==> config.mk <==
export PLATFORM = sky130hd
export DESIGN_NAME = mem_port_arbiter
export DESIGN_NICKNAME = d
export VERILOG_FILES = /design/src/rtl/mem_port_arbiter.sv
export SDC_FILE = /design/constraint.sdc
export NUM_CORES = 1
export LEC_CHECK = 0
export BUFFER_PORTS_ARGS = -buffer_cell sky130_fd_sc_hd__clkbuf_2
export CORE_MARGIN = 1
export CORE_UTILIZATION = 48
export CTS_BUF_LIST = sky130_fd_sc_hd__clkbuf_4 sky130_fd_sc_hd__clkbuf_8
export DETAILED_ROUTE_END_ITERATION = 10
export PLACE_DENSITY = 0.83
export REMOVE_ABC_BUFFERS = 1
export SLEW_MARGIN = 20
export SYNTH_ARGS = -nofsm -noshare
export SYNTH_HDL_FRONTEND = slang
export SYNTH_SLANG_ARGS = --single-unit
==> constraint.sdc <==
create_clock -name clk -period 2.2 [get_ports clk]
set_input_delay 0.11 -clock clk [delete_from_list [all_inputs] [get_ports clk]]
set_output_delay 0.11 -clock clk [all_outputs]
set_load 0.01 [all_outputs]
==> src/rtl/mem_port_arbiter.sv <==
// Arbitrates one single-port synchronous memory between instruction fetch (I)
// and the load/store port (D); D has priority, I is forced after a D streak.
module mem_port_arbiter #(
   parameter int MEM_LATENCY  = 1,
   parameter int STARVE_LIMIT = 4
) (
   input  logic        clk,
   input  logic        rst_n,
   input  logic        i_req_valid_i,
   output logic        i_req_ready_o,
   input  logic [31:0] i_addr_i,
   output logic        i_rsp_valid_o,
   output logic [31:0] i_rsp_data_o,
   input  logic        d_req_valid_i,
   output logic        d_req_ready_o,
   input  logic [31:0] d_addr_i,
   input  logic [31:0] d_wdata_i,
   input  logic        d_write_i,
   input  logic [1:0]  d_width_i,
   output logic        d_rsp_valid_o,
   output logic [31:0] d_rsp_data_o,
   output logic        d_rsp_err_o,
   output logic        mem_en_o,
   output logic        mem_we_o,
   output logic [31:0] mem_addr_o,
   output logic [31:0] mem_wdata_o,
   output logic [3:0]  mem_be_o,
   input  logic [31:0] mem_rdata_i
);

   typedef enum logic [1:0] {ST_IDLE, ST_ISSUE, ST_WAIT, ST_RESP} state_t;

   localparam logic [3:0] LAT_LAST   = 4'(MEM_LATENCY - 1);
   localparam logic [3:0] STARVE_MAX = 4'(STARVE_LIMIT);

   function automatic logic [3:0] calc_be(input logic [1:0] a, input logic [1:0] w);
      case (w)
         2'd0:    calc_be = 4'b0001 << a;
         2'd1:    calc_be = 4'b0011 << {a[1], 1'b0};
         default: calc_be = 4'hF;
      endcase
   endfunction

   function automatic logic [31:0] lane_rep(input logic [31:0] wd, input logic [1:0] w);
      case (w)
         2'd0:    lane_rep = {4{wd[7:0]}};
         2'd1:    lane_rep = {2{wd[15:0]}};
         default: lane_rep = wd;
      endcase
   endfunction

   function automatic logic is_misaligned(input logic [1:0] a, input logic [1:0] w);
      case (w)
         2'd0:    is_misaligned = 1'b0;
         2'd1:    is_misaligned = a[0];
         default: is_misaligned = (a != 2'b00);
      endcase
   endfunction

   state_t      state_r;
   logic [3:0]  streak_r;
   logic [3:0]  cnt_r;
   logic        owner_d_r;
   logic        write_r;
   logic        err_r;
   logic        mem_en_r;
   logic        mem_we_r;
   logic [31:0] mem_addr_r;
   logic [31:0] mem_wdata_r;
   logic [3:0]  mem_be_r;
   logic        i_rsp_valid_r;
   logic [31:0] i_rsp_data_r;
   logic        d_rsp_valid_r;
   logic [31:0] d_rsp_data_r;
   logic        d_rsp_err_r;

   logic grant_i_s;
   logic grant_d_s;
   logic d_mis_s;

   assign grant_i_s = (state_r == ST_IDLE) && i_req_valid_i &&
                      (!d_req_valid_i || (streak_r == STARVE_MAX));
   assign grant_d_s = (state_r == ST_IDLE) && d_req_valid_i && !grant_i_s;
   assign d_mis_s   = is_misaligned(d_addr_i[1:0], d_width_i);

   assign i_req_ready_o = grant_i_s;
   assign d_req_ready_o = grant_d_s;
   assign mem_en_o      = mem_en_r;
   assign mem_we_o      = mem_we_r;
   assign mem_addr_o    = mem_addr_r;
   assign mem_wdata_o   = mem_wdata_r;
   assign mem_be_o      = mem_be_r;
   assign i_rsp_valid_o = i_rsp_valid_r;
   assign i_rsp_data_o  = i_rsp_data_r;
   assign d_rsp_valid_o = d_rsp_valid_r;
   assign d_rsp_data_o  = d_rsp_data_r;
   assign d_rsp_err_o   = d_rsp_err_r;

   // Access sequencer; mem_* and rsp_* default to 0 so they only pulse in ISSUE/RESP
   always_ff @(posedge clk or negedge rst_n) begin
      if (!rst_n) begin
         state_r       <= ST_IDLE;
         streak_r      <= 4'd0;
         cnt_r         <= 4'd0;
         owner_d_r     <= 1'b0;
         write_r       <= 1'b0;
         err_r         <= 1'b0;
         mem_en_r      <= 1'b0;
         mem_we_r      <= 1'b0;
         mem_addr_r    <= 32'h0;
         mem_wdata_r   <= 32'h0;
         mem_be_r      <= 4'h0;
         i_rsp_valid_r <= 1'b0;
         i_rsp_data_r  <= 32'h0;
         d_rsp_valid_r <= 1'b0;
         d_rsp_data_r  <= 32'h0;
         d_rsp_err_r   <= 1'b0;
      end else begin
         mem_en_r      <= 1'b0;
         mem_we_r      <= 1'b0;
         mem_addr_r    <= 32'h0;
         mem_wdata_r   <= 32'h0;
         mem_be_r      <= 4'h0;
         i_rsp_valid_r <= 1'b0;
         i_rsp_data_r  <= 32'h0;
         d_rsp_valid_r <= 1'b0;
         d_rsp_data_r  <= 32'h0;
         d_rsp_err_r   <= 1'b0;
         case (state_r)
            ST_IDLE: begin
               if (grant_i_s) begin
                  state_r    <= ST_ISSUE;
                  owner_d_r  <= 1'b0;
                  write_r    <= 1'b0;
                  err_r      <= 1'b0;
                  streak_r   <= 4'd0;
                  mem_en_r   <= 1'b1;
                  mem_addr_r <= i_addr_i & 32'hFFFF_FFFC;
                  mem_be_r   <= 4'hF;
               end else if (grant_d_s) begin
                  state_r     <= ST_ISSUE;
                  owner_d_r   <= 1'b1;
                  write_r     <= d_write_i;
                  err_r       <= d_mis_s;
                  mem_en_r    <= !d_mis_s;
                  mem_we_r    <= d_write_i && !d_mis_s;
                  mem_addr_r  <= d_mis_s ? 32'h0 : (d_addr_i & 32'hFFFF_FFFC);
                  mem_be_r    <= d_mis_s ? 4'h0 : calc_be(d_addr_i[1:0], d_width_i);
                  // Loads drive no write data onto the bus
                  mem_wdata_r <= (d_write_i && !d_mis_s) ? lane_rep(d_wdata_i, d_width_i) : 32'h0;
                  if (i_req_valid_i && (streak_r != STARVE_MAX)) begin
                     streak_r <= streak_r + 4'd1;
                  end else begin
                     streak_r <= streak_r;
                  end
               end else begin
                  state_r <= ST_IDLE;
               end
            end
            ST_ISSUE: begin
               if (write_r || err_r) begin
                  state_r       <= ST_RESP;
                  d_rsp_valid_r <= 1'b1;
                  d_rsp_err_r   <= err_r;
               end else begin
                  state_r <= ST_WAIT;
                  cnt_r   <= 4'd0;
               end
            end
            ST_WAIT: begin
               if (cnt_r == LAT_LAST) begin
                  state_r <= ST_RESP;
                  if (owner_d_r) begin
                     d_rsp_valid_r <= 1'b1;
                     d_rsp_data_r  <= mem_rdata_i;
                  end else begin
                     i_rsp_valid_r <= 1'b1;
                     i_rsp_data_r  <= mem_rdata_i;
                  end
               end else begin
                  cnt_r <= cnt_r + 4'd1;
               end
            end
            ST_RESP: begin
               state_r <= ST_IDLE;
            end
            default: begin
               state_r <= ST_IDLE;
            end
         endcase
      end
   end

endmodule

==> Word-level counts from Yosys, hierarchy flattened <==
Cells that the tools add are included.
{ "classes": {"n_addsub": 2, "n_eq_ne": 9, "shifts": 2, "mux": 53, "n_reduce_logical": 21} }
{ "ops": {"columns": ["operator", "n"], "rows": [
  ["$mux W32", 14],
  ["$pmux W32 S2", 1],
  ["$mux W4", 9],
  ["$mux W1", 23],
  ["$pmux W4 S2", 2],
  ["$add A4 B1 Y4 const B", 2],
  ["$pmux W2 S4", 1],
  ["$reduce_bool A2 Y1", 4],
  ["$logic_and A1 B1 Y1", 6],
  ["$ne A2 B2 Y1 const B", 3],
  ["$reduce_and A3 Y1", 2],
  ["$eq A2 B1 Y1 const B", 2],
  ["$eq A2 B2 Y1 const B", 2],
  ["$eq A4 B3 Y1 const B", 1],
  ["$logic_not A2 Y1", 2],
  ["$logic_not A4 Y1", 1],
  ["$ne A4 B3 Y1 const B", 1],
  ["$pmux W1 S2", 2],
  ["$shl A1 B2 Y4 const A", 1],
  ["$shl A2 B2 Y4 const A", 1],
  ["$logic_not A1 Y1", 3],
  ["$logic_or A1 B1 Y1", 2],
  ["$mux W2", 1],
  ["$reduce_and A2 Y1", 1]
]} }
{ "word_totals": {"regBits": 150, "inputBits": 135, "output_inout_bits": 139, "word_cells": 103} }

==> Depth between registers and ports, before layout <==
{ "depth": {"word_depth": 8, "mapped_depth": 7, "ltp_nobuf": 6} }

==> Worst setup path after synthesis <==
Ideal clock, no wire load.
{ "synth_timing": {"kind": "register to register", "from": "register state_r[0]", "to": "register mem_addr_r[24] (netlist: mem_addr_o[24])", "setup_ns": 0.121, "t_arrival_ns": 1.411, "required_ns": 2.079, "slack_ns": 0.668, "path_stages_with_launch": 8, "n_path_buf": 1, "period_less_slack_ns": 1.532, "path_cell_list": "dfrtp_1 > inv_1 > ha_1 > nand2_1 > a21o_1 > inv_2 > buf_2 > a22o_1"} }
{ "synth_between": {"elab_chain_cells": 8, "elab_cells_between_ends": 9, "cone_classes": "3 x mux; 6 x reduce/logical"} }
{ "synth_rtl": {"columns": ["item", "line", "text"], "rows": [
  ["start: declaration", "60", "state_t state_r;"],
  ["start signal: assignment", "102", "state_r <= ST_IDLE;"],
  ["start signal: assignment", "132", "state_r <= ST_ISSUE;"],
  ["start signal: assignment", "141", "state_r <= ST_ISSUE;"],
  ["$logic_not A2 Y1 *", "81", "assign grant_i_s = (state_r == ST_IDLE) && i_req_valid_i &&"],
  ["$logic_and A1 B1 Y1 * (2 in series)", "81", null],
  ["net i_req_ready_o", "10", "output logic i_req_ready_o,"],
  ["$logic_not A1 Y1", "83", "assign grant_d_s = (state_r == ST_IDLE) && d_req_valid_i && !grant_i_s;"],
  ["$logic_and A1 B1 Y1", "83", null],
  ["$mux W32", "140", "end else if (grant_d_s) begin"],
  ["$mux W32 *", "131", "if (grant_i_s) begin"],
  ["$mux W32 *", "129", "case (state_r)"],
  ["end signal: assignment", "138", "mem_addr_r <= i_addr_i & 32'hFFFF_FFFC;"],
  ["end signal: assignment", "147", "mem_addr_r <= d_mis_s ? 32'h0 : (d_addr_i & 32'hFFFF_FFFC);"],
  ["end: declaration", "68", "logic [31:0] mem_addr_r;"]
]} }
Mark *: on every way through the listed nets, which the timed path passes. The rest lies on a longest branch.
A chain may end at the register's enable or synchronous reset.

==> Worst setup path in the final report <==
{ "layout_timing": {"from": "register state_r[1]", "to": "output i_req_ready_o"} }
{ "layout_between": {"elab_chain_cells": 3} }
{ "layout_rtl": {"columns": ["item", "line"], "rows": [
  ["$logic_not A2 Y1", "81"],
  ["$logic_and A1 B1 Y1 (2 in series)", "81"],
  ["end: declaration", "10"]
]} }
No other way between the ends.

==> metrics.cfg <==
[run_status]
run_status=completed

[final_layout]
area_growth_pct=62.0
layout.core_utilization=0.798
final_nets=996
fin_area_um2=9110
fill_cells=628
layout.cells.most_common=sky130_fd_sc_hd__clkbuf_2
ratio_of_cells_with_drive_above_1_in_the_final_layout=0.385
final_cells=1012
final_cell_mix=sky130_fd_sc_hd__clkbuf_2, sky130_fd_sc_hd__dfrtp_1, sky130_fd_sc_hd__dlygate4sd3_1

[sta]
finalSetupTns_ps=0
worst-slew-pin-transition_ps=583
fin_worst_skew_ps=16.3
finalCriticalPeriod_ps=2100
final_worst_path_cycle_share=0.954
slew-limit-headroom=0.611
finalMaxSlewViolations=0
fmaxAchievable_mhz=477
finalSetupViolations=0
setup_repair_after_global_routing_missed_its_margin=no
hold_violations=0
final.setup.worst_slack_ps=102
hold_slack_ps=87.9

[min_path]
min-delay-start=d_write_i
worstHoldEndpoint=mem_wdata_o[2]
min_path_cells=2
hold_class=in2reg

[floorplanning]
floorplan.initialDensity=0.492
die_h_um=110
floorplan.die_area_um2=12100
die_x_um=110
placement_rows=39
core_area_um2=11400
io_pins=274

[setup_path]
crit_path_cell_trace=inv_1, ha_4, nand2_1, a21o_1, inv_4, buf_12, clkbuf_2
path_delay_family=buffers and inverters
worst_path_max_delay_cell=sky130_fd_sc_hd__dfrtp_1
crit_path_max_incr_delay_ps=400
timing.rr.start=streak_r[0]
timing.critical_path.to_type=output pin
ff2ff_path_depth=7
cp_data_required_time_ps=2090
crit_buf_inv=4
critical_path.startpoint=state_r[1]
cp_max_fo=15
startpoint_type=register
rrSetupSlack_ps=110
worstSetupPathType=reg2out
rr_endpoint=mem_wdata_o[9]
cp.arrival_ps=1990

[global_routing]
grt_util_all_layers=0.340
grt_max_degree=60
grt_antenna_before_repair=1
first_pass_grt_wire_length_um=29600
globalRoute.totalOverflow=0
grt_pass1_vias=5756

[logic_synthesis]
share_of_the_synthesized_area_in_the_top_cell_type=0.659
synth_sequential_area_ratio=0.659
ys_warn_count=0
asyncSetResetFlopFracSynth=1.00
post_synth_edffs=0
avgSynthCellArea_um2=13.0
synthesis.instances=432
synth-seq-cells=148
ys_dominant_reg_cell=sky130_fd_sc_hd__dfrtp_1
post_synth_main_area_contributors=sky130_fd_sc_hd__dfrtp_1, sky130_fd_sc_hd__a22o_1, sky130_fd_sc_hd__and3_1
syn-cell-area_um2=5620
distinct_cell_type_count_after_synthesis=47
yosys.area.top_type=sky130_fd_sc_hd__dfrtp_1

[clocking]
clk_path_buf_depth=2
insertion_delay_ps=460
clk_root_buffer_cell=sky130_fd_sc_hd__clkbuf_8
cts_num_sinks=148
clock_buffers_created_by_tritoncts=17
cts_tree=yes
path_clk_slew_ps=80
cts_htree_levels=4

[routing]
drcViolationCount=0
wl_per_cell_um=20.0
drt_iter0_drc=481
drt-pass1-iter-count=7
wl_um=20200
routed_via_density=5.35
routed-via-count=5416
drt.antenna.violating_nets=0

[power]
p_per_area_nw_per_um2=920
cellLeakagePower_nw=5.07
power.ir.vdd_worst_uv=727
fin_total_pwr_mw=8.38

[placed_design]
dp_worst_setup_slack_ps=304
gpl.final_weighted_congestion=0.750
placement.io_buffers=269
placement.cell_area_um2=7110
post-dp-hpwl_um=10300
post-place-cells=829

[run]
max_cap_viol_count=0

[registers in the layout (all words and copies together) (netlist names)]
signal,cells
i_rsp_valid_o,1
err_r,1
write_r,1
i_rsp_data_o,32
streak_r,4
mem_be_o,4
mem_wdata_o,32
d_rsp_err_o,1
d_rsp_valid_o,1
state_r,2
mem_we_o,1
mem_addr_o,30
d_rsp_data_o,32
mem_en_o,1
cnt_r,4
owner_d_r,1
[area by class of cell]
| class | instances | area, µm² | share of cell area |
|---|---|---|---|
| multi-input cells | 246 | 1730 | 0.190 |
| clock buffers | 19 | 262 | 0.0287 |
| clock inverters | 13 | 216 | 0.0238 |
| diodes | 3 | 7.51 | 0.000824 |
| repair buffers | 427 | 2960 | 0.325 |
| inverters | 13 | 51.3 | 0.00563 |
| well taps | 143 | 179 | 0.0196 |
| flip-flops and latches | 148 | 3700 | 0.407 |
[kinds of logic after synthesis]
kind of cell	share of synthesized area
AO/OA/AOI/OAI	0.0919
XOR/XNOR	0.00156
adder cells (fa/ha/maj)	0.0178
buffers and inverters	0.0376
flip-flops	0.659
multiplexers	0.0519
other	0.000667
AND/OR/NAND/NOR	0.140
[cell usage after synthesis (all sizes together), types with 3 or more instances]
library cell	instances
dfrtp	148
and3	40
and2	35
a22o	32
nand2	24
buf	20
nor2	20
mux2i	19
inv	13
a21oi	12
mux2	9
ha	8
o21ai	7
clkbuf	6
nand2b	4
nand3	4
o22ai	3
[worst max path at each step]
stage	to	slack, ps	cells after the start
after global routing	mem_wdata_o[8]	10	7
after global placement	mem_addr_o[17]	410	6
after CTS	i_req_ready_o	30	7
after floorplan	mem_wdata_o[0]	380	5
after detailed placement	mem_addr_o[16]	300	6
final	i_req_ready_o	100	7
[per-layer routing]
layer / track usage / wire, µm
met2: 0.589 / 10800
met4: 0.219 / 834
met5: 0.0134 / 0
met3: 0.131 / 1530
met1: 0.339 / 7040
[repair_timing]
item                                    in CTS  in global routing
endpoints found under the setup margin       1                  9
gates resized for setup                      1                  5
buffers inserted                             1                  0
hold buffers                               146                  0
endpoints found under the hold margin      187                  0
cloned                                       0                  1
[power by group]
group          switching [mW]  internal [mW]  leakage [nW]  total [mW]
clock                    1.10           1.43         0.236        2.53
combinational            1.36           1.08          2.81        2.44
sequential              0.222           3.18          2.02        3.41
Note: power is estimated with default switching activity, not from simulation.
